==> config.mk <==
export PLATFORM = sky130hd
export DESIGN_NAME = ram_arbiter_flat
export DESIGN_NICKNAME = d
export VERILOG_FILES = /design/src/rtl/ram_arbiter_if.sv /design/src/rtl/ram_arbiter.sv /design/src/flat_wrapper.sv
export SDC_FILE = /design/constraint.sdc
export NUM_CORES = 1
export LEC_CHECK = 0
export BUFFER_PORTS_ARGS = -buffer_cell sky130_fd_sc_hd__buf_2
export CORE_ASPECT_RATIO = 1.2
export CORE_MARGIN = 2
export CORE_UTILIZATION = 25
export DETAILED_ROUTE_END_ITERATION = 16
export GPL_TIMING_DRIVEN = 1
export SETUP_SLACK_MARGIN = 0.05
export SYNTH_ARGS = -nofsm -noshare
export SYNTH_HDL_FRONTEND = slang
export SYNTH_SLANG_ARGS = --single-unit
==> constraint.sdc <==
create_clock -name clk -period 2 [get_ports clk]
set_input_delay 0.1 -clock clk [delete_from_list [all_inputs] [get_ports clk]]
set_output_delay 0.1 -clock clk [all_outputs]
set_load 0.005 [all_outputs]
==> src/rtl/ram_arbiter_if.sv <==
`default_nettype none
// ============================================================================
// Module      : ram_arbiter_if
// Description : Bundle of the two client command ports and the ram-side
//               strobe/data port served by ram_arbiter.
//               slave  modport : arbiter view (commands in, acks/ram cmd out)
//               master modport : client/ram view (the opposite directions)
// Revision    : 1.0  initial release
// ============================================================================
interface ram_arbiter_if #(
    parameter int DWIDTH = 16,
    parameter int AWIDTH = 16
);
    // client m0
    logic              m0_req;
    logic              m0_wen;
    logic [AWIDTH-1:0] m0_addr;
    logic [DWIDTH-1:0] m0_wdata;
    logic              m0_ack;
    logic              m0_err;
    logic [DWIDTH-1:0] m0_rdata;
    // client m1
    logic              m1_req;
    logic              m1_wen;
    logic [AWIDTH-1:0] m1_addr;
    logic [DWIDTH-1:0] m1_wdata;
    logic              m1_ack;
    logic              m1_err;
    logic [DWIDTH-1:0] m1_rdata;
    // ram side
    logic              ram_en;
    logic              ram_wen;
    logic [AWIDTH-1:0] ram_addr;
    logic [DWIDTH-1:0] ram_wdata;
    logic [DWIDTH-1:0] ram_rdata;
    logic              ram_valid;

    modport slave (
        input  m0_req, m0_wen, m0_addr, m0_wdata,
        output m0_ack, m0_err, m0_rdata,
        input  m1_req, m1_wen, m1_addr, m1_wdata,
        output m1_ack, m1_err, m1_rdata,
        output ram_en, ram_wen, ram_addr, ram_wdata,
        input  ram_rdata, ram_valid
    );

    modport master (
        output m0_req, m0_wen, m0_addr, m0_wdata,
        input  m0_ack, m0_err, m0_rdata,
        output m1_req, m1_wen, m1_addr, m1_wdata,
        input  m1_ack, m1_err, m1_rdata,
        input  ram_en, ram_wen, ram_addr, ram_wdata,
        output ram_rdata, ram_valid
    );
endinterface
`default_nettype wire

==> src/rtl/ram_arbiter.sv <==
`default_nettype none
// ============================================================================
// Module      : ram_arbiter
// Description : Two-requester round-robin arbiter/sequencer for a single-port
//               ram. Each command takes IDLE -> ISSUE -> WAIT -> DONE, giving
//               one ram_en pulse and one ack pulse per command. A missing
//               ram_valid is turned into an error ack after TIMEOUT cycles.
// Ports       : clk  - clock, everything on posedge
//               rst  - synchronous active-high reset
//               bus  - ram_arbiter_if.slave (client commands, acks, ram port)
// Revision    : 1.0  initial release
// ============================================================================
module ram_arbiter #(
    parameter int DWIDTH  = 16,
    parameter int AWIDTH  = 16,
    parameter int TIMEOUT = 15
) (
    input  logic         clk,
    input  logic         rst,
    ram_arbiter_if.slave bus
);

    localparam logic [1:0] c_idle  = 2'd0;
    localparam logic [1:0] c_issue = 2'd1;
    localparam logic [1:0] c_wait  = 2'd2;
    localparam logic [1:0] c_done  = 2'd3;

    localparam int              c_cw   = (TIMEOUT > 2) ? $clog2(TIMEOUT) : 1;
    localparam logic [c_cw-1:0] c_last = c_cw'(TIMEOUT - 1);

    logic [1:0]        r_state;
    logic              r_ptr;       // 1: m1 has priority on the next tie
    logic              r_gnt;       // granted master id for the command in flight
    logic              r_wen;       // latched command direction
    logic [c_cw-1:0]   r_cnt;
    logic              r_ram_en;
    logic              r_ram_wen;
    logic [AWIDTH-1:0] r_ram_addr;
    logic [DWIDTH-1:0] r_ram_wdata;
    logic              r_m0_ack, r_m1_ack;
    logic              r_m0_err, r_m1_err;
    logic [DWIDTH-1:0] r_m0_rdata, r_m1_rdata;

    logic              w_sel;       // winner of the current IDLE cycle
    logic [DWIDTH-1:0] w_cap;       // data returned to the client on valid

    // m1 wins if it is the only requester, or on a tie when it holds priority.
    assign w_sel = bus.m1_req & (~bus.m0_req | r_ptr);
    assign w_cap = r_wen ? '0 : bus.ram_rdata;

    always_ff @(posedge clk) begin
        if (rst) begin
            r_state     <= c_idle;
            r_ptr       <= 1'b0;
            r_gnt       <= 1'b0;
            r_wen       <= 1'b0;
            r_cnt       <= '0;
            r_ram_en    <= 1'b0;
            r_ram_wen   <= 1'b0;
            r_ram_addr  <= '0;
            r_ram_wdata <= '0;
            r_m0_ack    <= 1'b0;
            r_m1_ack    <= 1'b0;
            r_m0_err    <= 1'b0;
            r_m1_err    <= 1'b0;
            r_m0_rdata  <= '0;
            r_m1_rdata  <= '0;
        end else begin
            case (r_state)
                c_idle: begin
                    if (bus.m0_req | bus.m1_req) begin
                        // Latch the winner's command straight into the ram
                        // output registers so ram_en is high in ISSUE.
                        r_gnt       <= w_sel;
                        r_wen       <= w_sel ? bus.m1_wen : bus.m0_wen;
                        r_ram_en    <= 1'b1;
                        r_ram_wen   <= w_sel ? bus.m1_wen : bus.m0_wen;
                        r_ram_addr  <= w_sel ? bus.m1_addr : bus.m0_addr;
                        r_ram_wdata <= w_sel ? bus.m1_wdata : bus.m0_wdata;
                        r_state     <= c_issue;
                    end
                end
                c_issue: begin
                    r_ram_en  <= 1'b0;
                    r_ram_wen <= 1'b0;
                    r_cnt     <= '0;
                    r_state   <= c_wait;
                end
                c_wait: begin
                    if (bus.ram_valid) begin
                        r_m0_ack   <= ~r_gnt;
                        r_m1_ack   <= r_gnt;
                        r_m0_rdata <= r_gnt ? '0 : w_cap;
                        r_m1_rdata <= r_gnt ? w_cap : '0;
                        r_state    <= c_done;
                    end else if (r_cnt == c_last) begin
                        r_m0_ack <= ~r_gnt;
                        r_m1_ack <= r_gnt;
                        r_m0_err <= ~r_gnt;
                        r_m1_err <= r_gnt;
                        r_state  <= c_done;
                    end else begin
                        r_cnt <= r_cnt + 1'b1;
                    end
                end
                c_done: begin
                    r_m0_ack   <= 1'b0;
                    r_m1_ack   <= 1'b0;
                    r_m0_err   <= 1'b0;
                    r_m1_err   <= 1'b0;
                    r_m0_rdata <= '0;
                    r_m1_rdata <= '0;
                    r_ptr      <= ~r_gnt;
                    r_state    <= c_idle;
                end
                default: r_state <= c_idle;
            endcase
        end
    end

    assign bus.ram_en    = r_ram_en;
    assign bus.ram_wen   = r_ram_wen;
    assign bus.ram_addr  = r_ram_addr;
    assign bus.ram_wdata = r_ram_wdata;
    assign bus.m0_ack    = r_m0_ack;
    assign bus.m1_ack    = r_m1_ack;
    assign bus.m0_err    = r_m0_err;
    assign bus.m1_err    = r_m1_err;
    assign bus.m0_rdata  = r_m0_rdata;
    assign bus.m1_rdata  = r_m1_rdata;

endmodule
`default_nettype wire

==> src/flat_wrapper.sv <==
// flat-port wrapper written by rule: the top's interface ports become plain ports
module ram_arbiter_flat 
#(
    parameter int DWIDTH  = 16,
    parameter int AWIDTH  = 16,
    parameter int TIMEOUT = 15
)
  (clk, rst, bus_m0_req, bus_m0_wen, bus_m0_addr, bus_m0_wdata, bus_m0_ack, bus_m0_err, bus_m0_rdata, bus_m1_req, bus_m1_wen, bus_m1_addr, bus_m1_wdata, bus_m1_ack, bus_m1_err, bus_m1_rdata, bus_ram_en, bus_ram_wen, bus_ram_addr, bus_ram_wdata, bus_ram_rdata, bus_ram_valid);
  ram_arbiter_if #(.DWIDTH(DWIDTH), .AWIDTH(AWIDTH)) bus_i ();
  input  logic clk;
  input  logic rst;
  input wire logic [$bits(bus_i.m0_req)-1:0] bus_m0_req;
  input wire logic [$bits(bus_i.m0_wen)-1:0] bus_m0_wen;
  input wire logic [$bits(bus_i.m0_addr)-1:0] bus_m0_addr;
  input wire logic [$bits(bus_i.m0_wdata)-1:0] bus_m0_wdata;
  output wire logic [$bits(bus_i.m0_ack)-1:0] bus_m0_ack;
  output wire logic [$bits(bus_i.m0_err)-1:0] bus_m0_err;
  output wire logic [$bits(bus_i.m0_rdata)-1:0] bus_m0_rdata;
  input wire logic [$bits(bus_i.m1_req)-1:0] bus_m1_req;
  input wire logic [$bits(bus_i.m1_wen)-1:0] bus_m1_wen;
  input wire logic [$bits(bus_i.m1_addr)-1:0] bus_m1_addr;
  input wire logic [$bits(bus_i.m1_wdata)-1:0] bus_m1_wdata;
  output wire logic [$bits(bus_i.m1_ack)-1:0] bus_m1_ack;
  output wire logic [$bits(bus_i.m1_err)-1:0] bus_m1_err;
  output wire logic [$bits(bus_i.m1_rdata)-1:0] bus_m1_rdata;
  output wire logic [$bits(bus_i.ram_en)-1:0] bus_ram_en;
  output wire logic [$bits(bus_i.ram_wen)-1:0] bus_ram_wen;
  output wire logic [$bits(bus_i.ram_addr)-1:0] bus_ram_addr;
  output wire logic [$bits(bus_i.ram_wdata)-1:0] bus_ram_wdata;
  input wire logic [$bits(bus_i.ram_rdata)-1:0] bus_ram_rdata;
  input wire logic [$bits(bus_i.ram_valid)-1:0] bus_ram_valid;
  assign bus_i.m0_req = bus_m0_req;
  assign bus_i.m0_wen = bus_m0_wen;
  assign bus_i.m0_addr = bus_m0_addr;
  assign bus_i.m0_wdata = bus_m0_wdata;
  assign bus_m0_ack = bus_i.m0_ack;
  assign bus_m0_err = bus_i.m0_err;
  assign bus_m0_rdata = bus_i.m0_rdata;
  assign bus_i.m1_req = bus_m1_req;
  assign bus_i.m1_wen = bus_m1_wen;
  assign bus_i.m1_addr = bus_m1_addr;
  assign bus_i.m1_wdata = bus_m1_wdata;
  assign bus_m1_ack = bus_i.m1_ack;
  assign bus_m1_err = bus_i.m1_err;
  assign bus_m1_rdata = bus_i.m1_rdata;
  assign bus_ram_en = bus_i.ram_en;
  assign bus_ram_wen = bus_i.ram_wen;
  assign bus_ram_addr = bus_i.ram_addr;
  assign bus_ram_wdata = bus_i.ram_wdata;
  assign bus_i.ram_rdata = bus_ram_rdata;
  assign bus_i.ram_valid = bus_ram_valid;
  ram_arbiter #(.DWIDTH(DWIDTH), .AWIDTH(AWIDTH), .TIMEOUT(TIMEOUT)) u_core (.clk(clk), .rst(rst), .bus(bus_i));
endmodule
==> results.yml <==
status:
  status: "finished clean"
placed_design:
  place_hpwl_um: 7190
  io_buffers: 156
  placedCellCount: 708
  gp_congestion: 0.804
cells_and_area:
  finalNetCount: 641
  register_area_um2: 1580
  n_antenna_cell: 0
  drive_gt1_share_pct: 34.4
  stdcell_count: 724
  areaGrowthSynthToFinish_pct: 36.7
  final_util_pct: 34.9
  fillerInstances: 1452
  final_common_cell: "buf_2"
  multi_input_area_um2: 1710
  layout_common_cells: "buf_2 (156), dfxtp_1 (79), nor2_1 (41)"
synthesis:
  synth_cell_types: 29
  yosysWarnings: 0
  synth_area_um2: 3510
  synth_fp_nets: 493
  synth_area_leaders: "dfxtp_1 (45%), mux2i_1 (10%), a211oi_1 (7.3%)"
  avgSynthCellArea_um2: 8.77
  synth_fa_ha_area_share_pct: 2.14
  synthMuxAreaShare_pct: 9.99
  synthCells: 400
  async_flop_share_pct: 0
  synth-compound-area-share_pct: 15.7
  ys.flop_type: "dfxtp_1"
  yosysTopAreaCell: "dfxtp_1"
  synth_edf_count: 0
  synth_simple_gate_area_share_pct: 20.4
  synth-seq-cells: 79
  ys_seq_area_share_pct: 45.1
  synth_top_family_by_area: "simple AND/OR/NAND/NOR gates"
  netlist.area_leader.share_pct: 45.1
  synth_xor_area_share_pct: 0
pwr:
  p_leak_nw: 2.26
  peakVddDrop_mv: 0.809
  total_power_w: 0.00605
  power_density_nw_per_um2: 1260
die:
  core.rowCount: 47
  initial_core_util_pct: 25.5
  pin_count: 157
  dieArea_um2: 15000
  core_um2: 13800
  die_h_um: 134
  die_w_um: 112
cts:
  cts_root_buf: "clkbuf_16"
  postCtsSetupBuffers: 0
  clock_sinks: 79
  clk-insertion-delay-late_ns: 0.34
  cts_buffers: 9
  cts_tree: "done"
  clockBufferDepth: 2
  cts_resized: 0
  h-tree-depth: 3
  path_clk_slew_ns: 0.06
  holdBufCountCts: 0
sta:
  slew_headroom_pct: 52.1
  setup_viol: 0
  hold_slack_ns: 0.0947
  rsz0062_at_grt: "false"
  maxSlewViolCount: 0
  final.setup.tns_ns: 0
  timing.final.crit_share_pct: 87.6
  post-route-min-period_ns: 1.75
  hold_viol: 0
  tightest_slew_ns: 0.718
  clock_skew_ns: 0.00558
  fmax_mhz: 571
worst_setup_path:
  worst-setup-path-type: "reg2reg"
  r2r_slack_ns: 0.25
  worstReg2RegStart: "u_core.r_state[0]$_SDFFE_PP0P_"
  critPathLaunchType: "flip-flop"
  r2r-end: "u_core.r_state[1]$_SDFFE_PP0P_"
  rr_worst_depth: 6
  cp.required_ns: 2.21
  critPathArrivalTime_ns: 1.96
  end_kind: "flip-flop"
  crit_fanout: 13
grt:
  grt_pass1_vias: 3217
  grtUsageTotal_pct: 13.1
  overflow: 0
  antenna_found_initial: 0
  grt_max_degree: 63
  grt_pass1_wl_um: 15700
detailed_routing:
  viasPerCell: 4.62
  ant_nets: 0
  wl_per_cell_um: 13.4
  drc_errors: 0
  drt_wl_total_um: 9690
  vias: 3345
  drtIter0Drc: 176
  first_pass_iters: 5
run:
  cap_viol_max_count: 0
hold_path:
  hp-start: "bus_m1_addr[14]"
  whs_path_depth: 3
  min_path_type: "in2reg"
  min_to: "u_core.bus.ram_addr[14]$_SDFFE_PP0P_"
==> kinds of logic (layout without fill, tap and decap cells) <==
| family | count (synthesis) | in the layout |
|---|---|---|
| AND/OR/NAND/NOR | 153 | 153 |
| AO/OA/AOI/OAI | 87 | 87 |
| flip-flops | 79 | 79 |
| buffers and inverters | 40 | 193 |
| multiplexers | 35 | 35 |
| adder cells (fa/ha/maj) | 6 | 6 |
==> metrics by stage <==
step	worst slack (ns)	area [um^2]
2_1_floorplan	0.544	3510
3_3_place_gp	0.349	4460
3_5_place_dp	0.259	4460
4_1_cts	0.243	4790
5_1_grt	0.0974	4800
6_report	0.248	4800
==> where the power goes <==
| part | total, W | switching (W) | internal, W | leakage, nW |
|---|---|---|---|---|
| Combinational | 0.00205 | 0.00118 | 0.000871 | 1.45 |
| Sequential | 0.00217 | 0.000237 | 0.00193 | 0.647 |
| Clock | 0.00183 | 0.000661 | 0.00117 | 0.159 |
==> synthesized netlist by cell type, types with 2 or more instances <==
cell type,instances
nor2b_1,19
nor2_1,41
nor2_2,3
dfxtp_1,79
o32ai_1,3
a31oi_1,4
o21ai_0,2
a2bb2oi_1,2
and2b_1,2
buf_2,11
inv_1,8
nand2_1,40
buf_12,3
a21oi_1,40
clkbuf_1,13
ha_1,6
nand2b_1,5
mux2i_1,35
nand3_1,36
nor3_1,3
buf_4,4
a211oi_1,34
==> area by class of cell <==
cell class / instances / share of cell area [%]
multi-input cells: 281 / 35.7
flip-flops and latches: 79 / 33.0
repair buffers: 169 / 19.4
clock buffers: 12 / 5.35
well taps: 171 / 4.46
clock inverters: 4 / 1.59
inverters: 8 / 0.626
==> critical path, stage by stage (launching register included) <==
cell and delay [ns]:
dfxtp_1 0.38, inv_1 0.08, ha_1 0.35, and2b_1 0.30, a21oi_1 0.25, mux2i_1 0.21, nor2_1 0.05
==> worst max path at each step <==
stage,startpoint,to,slack [ns],cells past startpoint
3_5_place_dp,u_core.r_state[0]$_SDFFE_PP0P_,u_core.r_cnt[2]$_SDFFE_PP0P_,0.26,6
6_report,u_core.r_state[0]$_SDFFE_PP0P_,u_core.r_state[1]$_SDFFE_PP0P_,0.25,6
4_1_cts,u_core.r_state[0]$_SDFFE_PP0P_,u_core.r_cnt[2]$_SDFFE_PP0P_,0.24,6
5_1_grt,u_core.r_state[0]$_SDFFE_PP0P_,u_core.bus.m0_rdata[8]$_SDFFE_PP0P_,0.1,7
2_1_floorplan,u_core.r_state[0]$_SDFFE_PP0P_,u_core.bus.m0_rdata[0]$_SDFFE_PP0P_,0.54,8
3_3_place_gp,u_core.r_state[0]$_SDFFE_PP0P_,u_core.r_state[1]$_SDFFE_PP0P_,0.35,6
==> state kept, by name (all words and copies together) (netlist names) <==
name,cells
u_core.bus.m1_rdata,16
u_core.bus.ram_wdata,16
u_core.r_gnt,1
u_core.r_state,2
u_core.r_ptr,1
u_core.r_wen,1
u_core.r_cnt,4
u_core.bus.ram_wen,1
u_core.bus.m0_rdata,16
u_core.bus.m0_ack,1
u_core.bus.m0_err,1
u_core.bus.m1_err,1
u_core.bus.ram_addr,16
u_core.bus.m1_ack,1
u_core.bus.ram_en,1
==> per-layer routing <==
metal	wire, um	global-route usage (%)	vias up
met2	4430	20.9	142
li1	-	-	1689
met1	4180	16.0	1499
met5	0	0	-
met4	227	6.71	0
met3	848	3.84	15
No activity file was read; power rests on OpenSTA's default activity.
